## src/rtl/wb_test_pkg.sv

```systemverilog
// Shared encodings for the Wishbone pattern initiator and its companion checkers:
// run modes, FSM state codes, transfer phase and the LFSR definition.
package wb_test_pkg;

    localparam logic [1:0] MODE_WR    = 2'b00;
    localparam logic [1:0] MODE_RD    = 2'b01;
    localparam logic [1:0] MODE_WR_RD = 2'b10;
    localparam logic [1:0] MODE_RSVD  = 2'b11;

    localparam logic [1:0] ST_IDLE = 2'd0;
    localparam logic [1:0] ST_REQ  = 2'd1;
    localparam logic [1:0] ST_GAP  = 2'd2;
    localparam logic [1:0] ST_DONE = 2'd3;

    localparam logic PHASE_WR = 1'b0;
    localparam logic PHASE_RD = 1'b1;

    localparam logic [31:0] LFSR_POLY    = 32'h0040_0007;
    localparam logic [31:0] DEFAULT_SEED = 32'h0000_0001;

    // Galois-style left shift: the polynomial is folded in when bit 31 falls out.
    function automatic logic [31:0] lfsr_next(input logic [31:0] s);
        return {s[30:0], 1'b0} ^ (s[31] ? LFSR_POLY : 32'h0);
    endfunction

endpackage

```

## src/rtl/lfsr32.sv

```systemverilog
// 32-bit pattern LFSR with load and advance; shared by initiator and responder checkers.
module lfsr32
    import wb_test_pkg::*;
(
    input  logic        clk,
    input  logic        rst,
    input  logic        load,
    input  logic [31:0] load_val,
    input  logic        advance,
    output logic [31:0] state
);

    // NOTE: non-blocking assignments so every register samples pre-edge values.
    always_ff @(posedge clk) begin
        if (rst)
            state <= DEFAULT_SEED;
        else if (load)
            state <= load_val;
        else if (advance)
            state <= lfsr_next(state);
    end

endmodule

```

## src/rtl/wb_pattern_initiator.sv

```systemverilog
// Wishbone classic initiator running LFSR-patterned write / read-check bursts
// over a word window, counting mismatches, bus errors and timeouts.
module wb_pattern_initiator
    import wb_test_pkg::*;
#(
    parameter int TIMEOUT = 255,
    parameter int LEN_W   = 8
) (
    input  logic             wb_clk_i,
    input  logic             wb_rst_i,
    input  logic             start_i,
    input  logic [31:0]      base_adr_i,
    input  logic [LEN_W-1:0] len_i,
    input  logic [31:0]      seed_i,
    input  logic [1:0]       mode_i,
    output logic             wbm_cyc_o,
    output logic             wbm_stb_o,
    output logic             wbm_we_o,
    output logic [3:0]       wbm_sel_o,
    output logic [31:0]      wbm_adr_o,
    output logic [31:0]      wbm_dat_o,
    input  logic [31:0]      wbm_dat_i,
    input  logic             wbm_ack_i,
    input  logic             wbm_err_i,
    output logic             busy_o,
    output logic             done_o,
    output logic [15:0]      err_cnt_o,
    output logic             timeout_o,
    output logic             fail_o
);

    logic [1:0]       state;
    logic             phase;
    logic [1:0]       mode_q;
    logic [LEN_W-1:0] len_q;
    logic [LEN_W-1:0] idx;
    logic [31:0]      base_q;
    logic [31:0]      seed_q;
    logic [31:0]      adr_q;
    logic [15:0]      wait_cnt;
    logic [31:0]      pattern;

    logic [31:0] seed_eff;
    logic        in_req;
    logic        xfer_end;
    logic        last_word;
    logic        to_read_phase;
    logic        timed_out;
    logic        bump_err;
    logic        lfsr_load;
    logic        lfsr_adv;
    logic [31:0] lfsr_load_val;

    logic unused_adr_lsbs;
    assign unused_adr_lsbs = ^base_adr_i[1:0];

    assign seed_eff      = (seed_i == 32'h0) ? DEFAULT_SEED : seed_i;
    assign in_req        = (state == ST_REQ);
    assign xfer_end      = wbm_ack_i | wbm_err_i;
    assign last_word     = (idx == len_q - LEN_W'(1));
    assign to_read_phase = (mode_q == MODE_WR_RD) && (phase == PHASE_WR);
    assign timed_out     = (wait_cnt == 16'(TIMEOUT - 1));
    // err wins over ack, so a simultaneous ack+err is counted exactly once.
    assign bump_err      = wbm_err_i | (wbm_ack_i & (phase == PHASE_RD) & (wbm_dat_i != pattern));

    // NOTE: every output of this block gets a default first, so no latch is inferred.
    always_comb begin
        lfsr_load     = 1'b0;
        lfsr_adv      = 1'b0;
        lfsr_load_val = seed_q;
        if (state == ST_IDLE && start_i) begin
            lfsr_load     = 1'b1;
            lfsr_load_val = seed_eff;
        end else if (in_req && xfer_end) begin
            lfsr_load = last_word && to_read_phase;
            lfsr_adv  = !last_word;
        end
    end

    lfsr32 u_lfsr (
        .clk      (wb_clk_i),
        .rst      (wb_rst_i),
        .load     (lfsr_load),
        .load_val (lfsr_load_val),
        .advance  (lfsr_adv),
        .state    (pattern)
    );

    always_ff @(posedge wb_clk_i) begin
        if (wb_rst_i) begin
            state     <= ST_IDLE;
            phase     <= PHASE_WR;
            mode_q    <= MODE_WR;
            len_q     <= '0;
            idx       <= '0;
            base_q    <= 32'h0;
            seed_q    <= DEFAULT_SEED;
            adr_q     <= 32'h0;
            wait_cnt  <= 16'h0;
            err_cnt_o <= 16'h0;
            timeout_o <= 1'b0;
        end else begin
            case (state)
                ST_IDLE: if (start_i) begin
                    base_q    <= {base_adr_i[31:2], 2'b00};
                    adr_q     <= {base_adr_i[31:2], 2'b00};
                    len_q     <= len_i;
                    seed_q    <= seed_eff;
                    mode_q    <= mode_i;
                    idx       <= '0;
                    wait_cnt  <= 16'h0;
                    err_cnt_o <= 16'h0;
                    timeout_o <= 1'b0;
                    phase     <= (mode_i == MODE_RD) ? PHASE_RD : PHASE_WR;
                    state     <= (len_i == '0 || mode_i == MODE_RSVD) ? ST_DONE : ST_REQ;
                end
                ST_REQ: begin
                    if (xfer_end) begin
                        if (bump_err && err_cnt_o != 16'hFFFF)
                            err_cnt_o <= err_cnt_o + 16'd1;
                        if (!last_word) begin
                            idx   <= idx + LEN_W'(1);
                            adr_q <= adr_q + 32'd4;
                            state <= ST_GAP;
                        end else if (to_read_phase) begin
                            phase <= PHASE_RD;
                            idx   <= '0;
                            adr_q <= base_q;
                            state <= ST_GAP;
                        end else begin
                            state <= ST_DONE;
                        end
                    end else if (timed_out) begin
                        timeout_o <= 1'b1;
                        state     <= ST_DONE;
                    end else begin
                        wait_cnt <= wait_cnt + 16'd1;
                    end
                end
                ST_GAP: begin
                    wait_cnt <= 16'h0;
                    state    <= ST_REQ;
                end
                default: state <= ST_IDLE;
            endcase
        end
    end

    assign wbm_cyc_o = in_req;
    assign wbm_stb_o = in_req;
    assign wbm_we_o  = in_req && (phase == PHASE_WR);
    assign wbm_sel_o = in_req ? 4'hF : 4'h0;
    assign wbm_adr_o = in_req ? adr_q : 32'h0;
    assign wbm_dat_o = (in_req && phase == PHASE_WR) ? pattern : 32'h0;
    assign busy_o    = (state != ST_IDLE);
    assign done_o    = (state == ST_DONE);
    assign fail_o    = (err_cnt_o != 16'h0) || timeout_o;

endmodule

```

## config.mk

```make
export PLATFORM = sky130hd
export DESIGN_NAME = wb_pattern_initiator
export DESIGN_NICKNAME = d
export VERILOG_FILES = /design/src/rtl/wb_test_pkg.sv /design/src/rtl/lfsr32.sv /design/src/rtl/wb_pattern_initiator.sv
export SDC_FILE = /design/constraint.sdc
export NUM_CORES = 1
export LEC_CHECK = 0
export BUFFER_PORTS_ARGS = -buffer_cell sky130_fd_sc_hd__buf_2
export CORE_MARGIN = 2
export CORE_UTILIZATION = 55
export DETAILED_ROUTE_END_ITERATION = 12
export GPL_ROUTABILITY_DRIVEN = 0
export PLACE_DENSITY = 0.81
export SYNTH_ARGS = -nofsm -noshare
export SYNTH_HDL_FRONTEND = slang
export SYNTH_SLANG_ARGS = --single-unit
```

## constraint.sdc

```tcl
create_clock -name wb_clk_i -period 3.3 [get_ports wb_clk_i]
set_clock_uncertainty 0.05 [all_clocks]
set_input_delay 0.165 -clock wb_clk_i [delete_from_list [all_inputs] [get_ports wb_clk_i]]
set_output_delay 0.165 -clock wb_clk_i [all_outputs]
set_load 0.01 [all_outputs]
```

==> flow_summary.json, run 1 <==
{
  "drive_gt1_frac": 0.1925,
  "critPathArrivalTime_ns": 3.34,
  "htree_levels": 4,
  "relSlewSlack": 0.3468,
  "max_cap_viol_count": 0,
  "rsz0062_at_grt": "false",
  "synth_area_leaders": "dfxtp_1, nand2_1, a21oi_1, xor2_1, nor2_1",
  "fp.dieArea_um2": 17710,
  "clkPwrFrac": 0.387,
  "cts.sinks": 178,
  "crit_fanout": 30,
  "setup_tns_ns": 0,
  "layout_commonest_cell": "buf_2",
  "wirelength_um": 27580,
  "end_kind": "flip-flop",
  "worstMarginPinSlew_ns": 0.9739,
  "rows": 47,
  "worstSetupStartpointType": "flip-flop",
  "synthCells": 1154,
  "synth_top_area_share": 0.3890,
  "internal-power_mw": 3.911,
  "critPathKind": "flip-flop to flip-flop",
  "timing.final.max_slew_violations": 0,
  "fp.dieH_um": 133.1,
  "synth_area_per_cell_um2": 7.939,
  "grt_pass1_vias": 8983,
  "synth_area_um2": 9161,
  "port_buffers": 197,
  "dieWidth_um": 133.1,
  "cpMaxStageDelayCell": "a2111oi_1",
  "fill_cells": 1282,
  "fmax_mhz": 324.8,
  "crit_path_max_incr_delay_ns": 0.43,
  "cts_tree": "done",
  "async_reset_ff_frac": 0,
  "grt_pass1_wl_um": 44440,
  "grt_max_degree": 73,
  "path_cells": "inv_1 > ha_1 > or3b_1 > or3b_1 > nand3_1 > a41o_1 > o21a_1 > nor2_2 > buf_4 > a2111oi_1",
  "final_cell_mix": "buf_2, nand2_1, dfxtp_1",
  "grt.total_usage": 0.3091,
  "final_area_um2": 11540,
  "cts_root_buffer": "clkbuf_16",
  "drc_errors": 0,
  "p_seq_frac": 0.440,
  "postPlaceCellArea_um2": 10240,
  "max-vdd-ir-drop_uv": 343.2,
  "vias_per_cell": 5.817,
  "total_power_mw": 5.505,
  "p_sw_frac": 0.2895,
  "dr.pass1.iters": 5,
  "grt-ovfl-total": 0,
  "routedWlPerCell_um": 17.16,
  "min_path_type": "input port to flip-flop",
  "layout_worst_path_cycle_share": 0.9331,
  "cts-buffers-inserted": 17,
  "worst_path_most_repeated_cell": "or3b_1",
  "p_leak_nw": 5.090,
  "finalNetCount": 1492,
  "setup_viol": 0,
  "ys_seq_area_frac": 0.3890,
  "powerDensity_nw_per_um2": 476.8,
  "vias": 9348,
  "synthFlopType": "dfxtp_1",
  "placeableCoreArea_um2": 16410,
  "synth-edff-count": 0,
  "synth_cell_type_count": 61,
  "drtIter0Drc": 961,
  "dp_hpwl_um": 17760,
  "cts.path.max_buffers": 2,
  "outcome": "finished, final reports clean",
  "ys_seq_elements": 178,
  "yosys.area.top_type": "dfxtp_1",
  "ios": 202,
  "ant_nets": 0,
  "start_util": 0.5584,
  "clk_latency_ns": 0.43,
  "syn_to_final_growth_pct": 26.02,
  "antenna_cells": 0,
  "postCtsSetupBuffers": 0,
  "crit_required_ns": 3.56,
  "combPwrFrac": 0.173,
  "hold_violations": 0,
  "cts.clk_slew.worst_paths_ns": 0.07,
  "p_sw_mw": 1.594,
  "fin_crit_ns": 3.079,
  "yosysWarnings": 0,
  "antenna_found_initial": 0
}
==> kinds of logic after synthesis <==
logic type	after synthesis	share of synthesized area
flip-flops	178	0.3890
buffers and inverters	122	0.05504
adder cells (fa/ha/maj)	7	0.009560
AND/OR/NAND/NOR	508	0.2684
multiplexers	22	0.02527
other	1	0.0004093
XOR/XNOR	90	0.08604
AO/OA/AOI/OAI	226	0.1664
==> critical path, delay by kind of cell, from the launching register on <==
family | cells | cell delay (ns)
AO/OA/AOI/OAI | 3 | 1.05
adder cells (fa/ha/maj) | 1 | 0.20
flip-flops | 1 | 0.36
AND/OR/NAND/NOR | 4 | 0.96
buffers and inverters | 2 | 0.31
==> metal layers <==
layer,share of wire,track usage,up-vias
met3,0.073,0.05517,66
met1,0.42,0.3877,4369
li1,-,-,4489
met4,0.029,0.1272,0
met2,0.47,0.5256,424
met5,0,0,-
==> power by group through the flow <==
stage,registers [mW],clock network [mW],logic [mW]
after global routing,2.44,2.22,1.04
after global placement,2.46,0,0.847
final,2.42,2.13,0.951
after CTS,2.42,2.14,0.932
after floorplan,2.42,0,0.602
after detailed placement,2.47,0,0.863
==> state kept, by name, summed over array words and instances (netlist names) <==
register and flops:
seed_q 32, u_lfsr.state 32, adr_q 30, base_q 30, err_cnt_o 16, wait_cnt 16
idx 8, len_q 8, mode_q 2, state 2, phase 1, timeout_o 1
==> worst paths after layout <==
check | endpoint | startpoint | cells after the start | slack (ns)
worst max-delay path | u_lfsr.state[22] | len_q[0] | 10 | 0.22
worst min-delay path | seed_q[1] | seed_i[1] | 3 | 0.02
worst max register to register | u_lfsr.state[22] | len_q[0] | 10 | 0.22
worst min register to register | base_q[17] | base_q[17] | 2 | 0.40
==> per-stage QoR <==
| stage | cells | util | worst slack [ns] | hold slack [ns] |
|---|---|---|---|---|
| 4_1_cts | 1607 | 0.7033 | 0.1081 | 0.004299 |
| 3_5_place_dp | 1507 | 0.6241 | 0.1482 | 0.3740 |
| 3_3_place_gp | 1507 | 0.6241 | 0.2032 | 0.3676 |
| 2_1_floorplan | 1155 | - | 0.5433 | 0.2510 |
| 5_1_grt | 1607 | 0.7037 | 0.006986 | 0.03116 |
| 6_report | 1607 | 0.7037 | 0.2207 | 0.01710 |
==> area by class of cell <==
| type | count | area, um^2 | share of cell area |
|---|---|---|---|
| timing repair buffer | 281 | 1814 | 0.1571 |
| tap | 220 | 275.3 | 0.02384 |
| clock inverter | 14 | 180.2 | 0.01561 |
| clock buffer | 18 | 439.2 | 0.03804 |
| multi-input combinational | 855 | 5119 | 0.4434 |
| inverter | 41 | 153.9 | 0.01333 |
| sequential | 178 | 3563 | 0.3087 |
==> cells in the mapped netlist (4+ instances only) <==
cell	instances
xnor2_1	39
buf_2	10
clkbuf_1	58
a221o_1	29
inv_1	41
nand3_1	22
buf_1	5
a221oi_1	20
nor3_1	9
o21ai_0	24
and2_1	37
xor2_1	51
mux2_2	9
and3_1	44
dfxtp_1	178
nor2_1	109
ha_1	7
mux2i_1	13
and4_1	10
a31o_2	4
nand4_1	24
nand2b_1	7
o22ai_1	9
or3_1	16
a21oi_1	93
nor4_1	28
o21bai_1	5
a2111oi_0	4
buf_4	7
nand2_1	185
a31oi_1	11
==> repair_timing <==
action,CTS,global route
gates resized for setup,0,1
endpoints found under the setup margin,0,29
hold buffers,68,0
endpoints found under the hold margin,74,0
No activity file was read; power rests on OpenSTA's default activity.
==> inputs of run 2 (changes only) <==
--- a/config.mk
+++ b/config.mk
@@ -5,9 +5,10 @@
 export SDC_FILE = /design/constraint.sdc
 export NUM_CORES = 1
 export LEC_CHECK = 0
+export ABC_AREA = 1
 export BUFFER_PORTS_ARGS = -buffer_cell sky130_fd_sc_hd__buf_2
 export CORE_MARGIN = 2
-export CORE_UTILIZATION = 55
+export CORE_UTILIZATION = 57
 export DETAILED_ROUTE_END_ITERATION = 12
 export GPL_ROUTABILITY_DRIVEN = 0
 export PLACE_DENSITY = 0.81
==> run 2 against run 1 <==
  * Critical path depth grew 4
  * Total power up 14%
  * First-iteration DRC count up 12%
  * Cell count up 42%
  * Sequential share of layout area fell by 3.4 points
  * Fmax is 3.3% higher
  * Combinational power increased by 75%
  * Non-clock buffer count fell by 33
  * Via count is 31% higher
  * Cell area rose by 12%
  * Global-route usage decreased by 0.14 points
==> flow_summary.json, run 2 <==
{
  "rsz0062_at_grt": "false",
  "worstSetupStartpointType": "flip-flop",
  "outcome": "finished, final reports clean",
  "fin_ws_ns": 0.3178,
  "cpMaxStageDelayCell": "nand2_4",
  "finalNetCount": 2127,
  "ant_nets": 0,
  "htree_levels": 4,
  "hold_violations": 0,
  "worst_path_most_repeated_cell": "nand2_1",
  "routedWlPerCell_um": 14.10,
  "grt.total_usage": 0.3077,
  "cp_top_family": "simple AND/OR/NAND/NOR gates",
  "min_path_type": "input port to flip-flop",
  "cts.sinks": 178,
  "wirelength_um": 32190,
  "cts-buffers-inserted": 17,
  "vias": 12239,
  "async_reset_ff_frac": 0,
  "cts_tree": "done",
  "ys_seq_area_frac": 0.3218,
  "ys_seq_elements": 178,
  "layout_commonest_cell": "nand2_1",
  "rows": 50,
  "cts_resized": 0,
  "powerDensity_nw_per_um2": 484.6,
  "synth_top_area_share": 0.3218,
  "setup_viol": 0,
  "synth_area_um2": 11070,
  "dieWidth_um": 143.4,
  "p_leak_nw": 6.076,
  "fmax_mhz": 335.3,
  "fin_crit_ns": 2.982,
  "start_util": 0.5862,
  "placeableCoreArea_um2": 18890,
  "postCtsSetupBuffers": 0,
  "fill_cells": 1696,
  "setup_tns_ns": 0,
  "antenna_found_initial": 1,
  "grt_max_degree": 84,
  "dr.pass1.iters": 5,
  "layout_worst_path_cycle_share": 0.9037,
  "grt-ovfl-total": 0,
  "syn_to_final_growth_pct": 17.11,
  "cts.path.max_buffers": 2,
  "drive_gt1_frac": 0.1325,
  "synthCells": 1843,
  "dp_hpwl_um": 21520,
  "final_cell_mix": "nand2_1, nor2_1, inv_1",
  "max-vdd-ir-drop_uv": 407.7,
  "synth_area_leaders": "dfxtp_1, nand2_1, nor2_1, inv_1, nand3_1",
  "post-route-util": 0.6864,
  "synthFlopType": "dfxtp_1",
  "path_cells": "inv_1 > ha_1 > nand2_1 > nor2_1 > nand2_1 > nand2_1 > nand3_2 > nor2_4 > nand2_4 > nand2_4 > nand2_2 > nand2_1 > nand2_1 > a21oi_1",
  "grt_pass1_wl_um": 51340,
  "cp_num_buf_inv": 1,
  "vias_per_cell": 5.361,
  "reg_top3": "seed_q x32, u_lfsr.state x32",
  "timing.final.max_slew_violations": 0,
  "synth.most_common_cell": "nand2_1",
  "cts_root_buffer": "clkbuf_16",
  "end_kind": "flip-flop",
  "crit_required_ns": 3.62,
  "crit_fanout": 33,
  "synth-edff-count": 0,
  "critPathArrivalTime_ns": 3.30,
  "drtIter0Drc": 1075,
  "relSlewSlack": 0.3143,
  "port_buffers": 197,
  "synth_commonest_cells": "nand2_1, nor2_1, inv_1, dfxtp_1, nand3_1",
  "synth_area_per_cell_um2": 6.009,
  "fp.dieArea_um2": 20560,
  "yosys.area.top_type": "dfxtp_1",
  "yosysWarnings": 0,
  "fp.dieH_um": 143.4,
  "max_cap_viol_count": 0,
  "critPathKind": "flip-flop to flip-flop",
  "ios": 202,
  "synth_cell_type_count": 34,
  "cts.clk_slew.worst_paths_ns": 0.08,
  "clk_latency_ns": 0.44,
  "grt_pass1_vias": 11032,
  "place_ws_ns": 0.4181,
  "crit_path_max_incr_delay_ns": 0.44,
  "worstMarginPinSlew_ns": 1.027,
  "drc_errors": 0
}
==> run 2: path summary, 6_finish.rpt <==
check / start / to / slack [ns] / cells past startpoint
max: len_q[0] / u_lfsr.state[6] / 0.32 / 14
min: len_i[5] / len_q[5] / 0.002 / 3
max reg2reg: len_q[0] / u_lfsr.state[6] / 0.32 / 14
min reg2reg: base_q[19] / base_q[19] / 0.41 / 2
==> run 2: cells by family (layout without fill, tap and decap cells) <==
| logic type | after synthesis | count (layout) | share of synthesized area |
|---|---|---|---|
| buffers and inverters | 330 | 508 | 0.1235 |
| AND/OR/NAND/NOR | 1047 | 1047 | 0.3902 |
| adder cells (fa/ha/maj) | 7 | 7 | 0.007908 |
| AO/OA/AOI/OAI | 197 | 197 | 0.09061 |
| flip-flops | 178 | 178 | 0.3218 |
| XOR/XNOR | 83 | 83 | 0.06564 |
| other | 1 | 3 | 0.0003386 |
==> run 2: layout make-up <==
cell class / instances / area [um^2] / area share
Tap cell: 260 / 325.3 / 0.02508
Antenna cell: 1 / 2.502 / 0.0001930
Sequential cell: 178 / 3563 / 0.2748
Clock inverter: 13 / 138.9 / 0.01071
Clock buffer: 19 / 452.9 / 0.03493
Timing Repair Buffer: 248 / 1469 / 0.1133
Inverter: 228 / 857.1 / 0.06609
Multi-Input combinational cell: 1336 / 6160 / 0.4750
==> run 2: power by group <==
group / total (mW) / switching, mW / internal [mW]
Sequential: 2.54 / 0.194 / 2.35
Clock: 2.08 / 0.965 / 1.11
Combinational: 1.66 / 1.09 / 0.570
==> run 2: repair_timing <==
action | CTS | global route
endpoints found under the hold margin | 34 | 0
setup endpoints to repair | 0 | 0
hold buffers | 34 | 0
==> run 2: per-layer routing <==
metal	GRT usage	share of wire	vias up
li1	-	-	6031
met1	0.3785	0.42	5569
met2	0.5366	0.48	561
met3	0.04665	0.077	78
met4	0.1280	0.028	0
met5	0	0	-
==> run 2: worst register-to-register path, delay by kind of cell (launching register included) <==
kind	cells	cell delay, ns
simple gates	11	2.01
buf+inv	1	0.16
flops	1	0.31
fa+ha+maj	1	0.25
compound gates	1	0.13
==> run 2: stage by stage <==
stage	power [mW]	hold WS (ns)	instance area, um^2	instances
floorplan	3.764	0.2499	11080	1844
global placement	4.135	0.3801	12030	2216
detailed placement	4.171	0.3864	12030	2216
CTS	6.249	0.002896	12970	2282
global route	6.586	0.04355	12970	2282
finish	6.284	0.001743	12970	2283
==> inputs of run 3 (changes only) <==
--- a/config.mk
+++ b/config.mk
@@ -12,6 +12,7 @@
 export DETAILED_ROUTE_END_ITERATION = 12
 export GPL_ROUTABILITY_DRIVEN = 0
 export PLACE_DENSITY = 0.81
+export RECOVER_POWER = 100
 export SYNTH_ARGS = -nofsm -noshare
 export SYNTH_HDL_FRONTEND = slang
 export SYNTH_SLANG_ARGS = --single-unit
==> run 3 against run 2 <==
  * The run now ends with negative hold slack left
  * Utilization decreased by 0.83 points
  * Cell area fell by 1.2%
  * Fmax is 1.6% lower
  * Non-clock buffer count stayed put
  * Sequential cell count did not move
  * Die area stayed put
  * Total power down 0.55%
  * Highest routed layer unchanged
==> flow_summary.json, run 3 (same netlist as run 2, synthesis figures left out) <==
{
  "max_cap_viol_count": 0,
  "grt.total_usage": 0.3077,
  "p_sw_mw": 2.242,
  "cts.path.max_buffers": 2,
  "post-route-util": 0.6781,
  "dp_hpwl_um": 21520,
  "postPlaceCellArea_um2": 12030,
  "grt-ovfl-total": 0,
  "cts.sinks": 178,
  "place_ws_ns": 0.4181,
  "critPathKind": "flip-flop to flip-flop",
  "final_cell_mix": "nand2_1, nor2_1, inv_1",
  "layout_commonest_cell": "nand2_1",
  "drive_gt1_frac": 0.08655,
  "stdcell_count": 2283,
  "rows": 50,
  "p_seq_frac": 0.407,
  "fin_crit_ns": 3.031,
  "vias": 12239,
  "grt_max_degree": 84,
  "clk_latency_ns": 0.44,
  "htree_levels": 4,
  "ant_nets": 0,
  "multi_input_area_um2": 6140,
  "grt_pass1_vias": 11032,
  "crit_fanout": 33,
  "fill_cells": 1769,
  "start_util": 0.5862,
  "cpMaxStageDelayCell": "nand2_4",
  "rsz0062_at_grt": "false",
  "finalNetCount": 2127,
  "seq_area_um2": 3563,
  "placeableCoreArea_um2": 18890,
  "path_cells": "inv_1 > ha_1 > nand2_1 > nor2_1 > nand2_1 > nand2_1 > nand3_1 > nor2_4 > nand2_4 > nand2_4 > nand2_2 > nand2_1 > nand2_1 > a21oi_1",
  "reg_top3": "seed_q x32, u_lfsr.state x32",
  "critPathArrivalTime_ns": 3.35,
  "p_leak_nw": 5.687,
  "setup_viol": 0,
  "violations": "negative hold slack",
  "fp.dieH_um": 143.4,
  "crit_path_max_incr_delay_ns": 0.43,
  "total_power_mw": 6.250,
  "end_kind": "flip-flop",
  "final_area_um2": 12810,
  "worstSetupStartpointType": "flip-flop",
  "worstMarginPinSlew_ns": 1.151,
  "vias_per_cell": 5.361,
  "timing.final.max_slew_violations": 0,
  "cts-buffers-inserted": 17,
  "combPwrFrac": 0.262,
  "routedWlPerCell_um": 14.05,
  "drc_errors": 0,
  "grt_pass1_wl_um": 51340,
  "antenna_found_initial": 1,
  "layout_worst_path_cycle_share": 0.9186,
  "fp.dieArea_um2": 20560,
  "max-vdd-ir-drop_uv": 407.7,
  "outcome": "finished with violations",
  "syn_to_final_growth_pct": 15.69,
  "fmax_mhz": 329.9,
  "dieWidth_um": 143.4,
  "powerDensity_nw_per_um2": 487.8,
  "dp_cells": 2216,
  "internal-power_mw": 4.008,
  "fin_ws_ns": 0.2685,
  "clkPwrFrac": 0.332,
  "port_buffers": 197,
  "hold_violations": 1,
  "holdWs_ns": -0.002915,
  "setup_tns_ns": 0,
  "crit_required_ns": 3.62,
  "cts.clk_slew.worst_paths_ns": 0.07,
  "min_path_type": "input port to flip-flop",
  "wirelength_um": 32080,
  "dr.pass1.iters": 6,
  "r2r_slack_ns": 0.27,
  "p_sw_frac": 0.3587,
  "drtIter0Drc": 1122,
  "relSlewSlack": 0.2326,
  "cts_root_buffer": "clkbuf_16",
  "ios": 202,
  "worst_path_most_repeated_cell": "nand2_1",
  "cts_tree": "done",
  "cts_resized": 0
}
## run 3: changes by cell type in the layout (fill, tap and decap cells not counted), moves of 3 or more
cell	previous run	this run
buf_2	196	112
buf_4	17	11
clkbuf_1	0	87
clkbuf_2	0	3
## run 3: cell type report
cell class,instances,share of cell area
antenna,1,0.0001953
multi-input combinational,1336,0.4792
timing repair buffer,248,0.1040
sequential,178,0.2781
inverter,228,0.06689
tap,260,0.02539
clock buffer,19,0.03535
clock inverter,13,0.01084
## run 3: final timing paths
kind,from,endpoint,cells past startpoint
min,len_i[5],len_q[5],3
min reg2reg,base_q[19],base_q[19],2
max,len_q[0],u_lfsr.state[6],14
max reg2reg,len_q[0],u_lfsr.state[6],14
## run 3: layer usage
metal | GRT usage | up-vias | part of all wire
li1 | - | 6027 | -
met1 | 0.3785 | 5589 | 0.43
met2 | 0.5366 | 543 | 0.48
met3 | 0.04665 | 80 | 0.071
met4 | 0.1280 | 0 | 0.027
met5 | 0 | - | 0
## run 3: power by group through the flow
stage          logic (mW)  registers (mW)  clock network (mW)
2_1_floorplan        1.24            2.52                   0
3_3_place_gp         1.56            2.57                   0
3_5_place_dp         1.59            2.58                   0
4_1_cts              1.64            2.53                2.08
5_1_grt              1.83            2.56                2.16
6_report             1.63            2.54                2.07
## run 3: critical path, delay by kind of cell, from the launching register on
kind                     cells  cell delay, ns
flip-flops                   1            0.31
adder cells (fa/ha/maj)      1            0.25
AO/OA/AOI/OAI                1            0.13
buffers and inverters        1            0.15
AND/OR/NAND/NOR             11            2.02
## run 3: what timing repair did
action	4_1_cts	5_1_grt
hold buffers	34	0
setup buffers	0	0
hold endpoints to repair	34	0
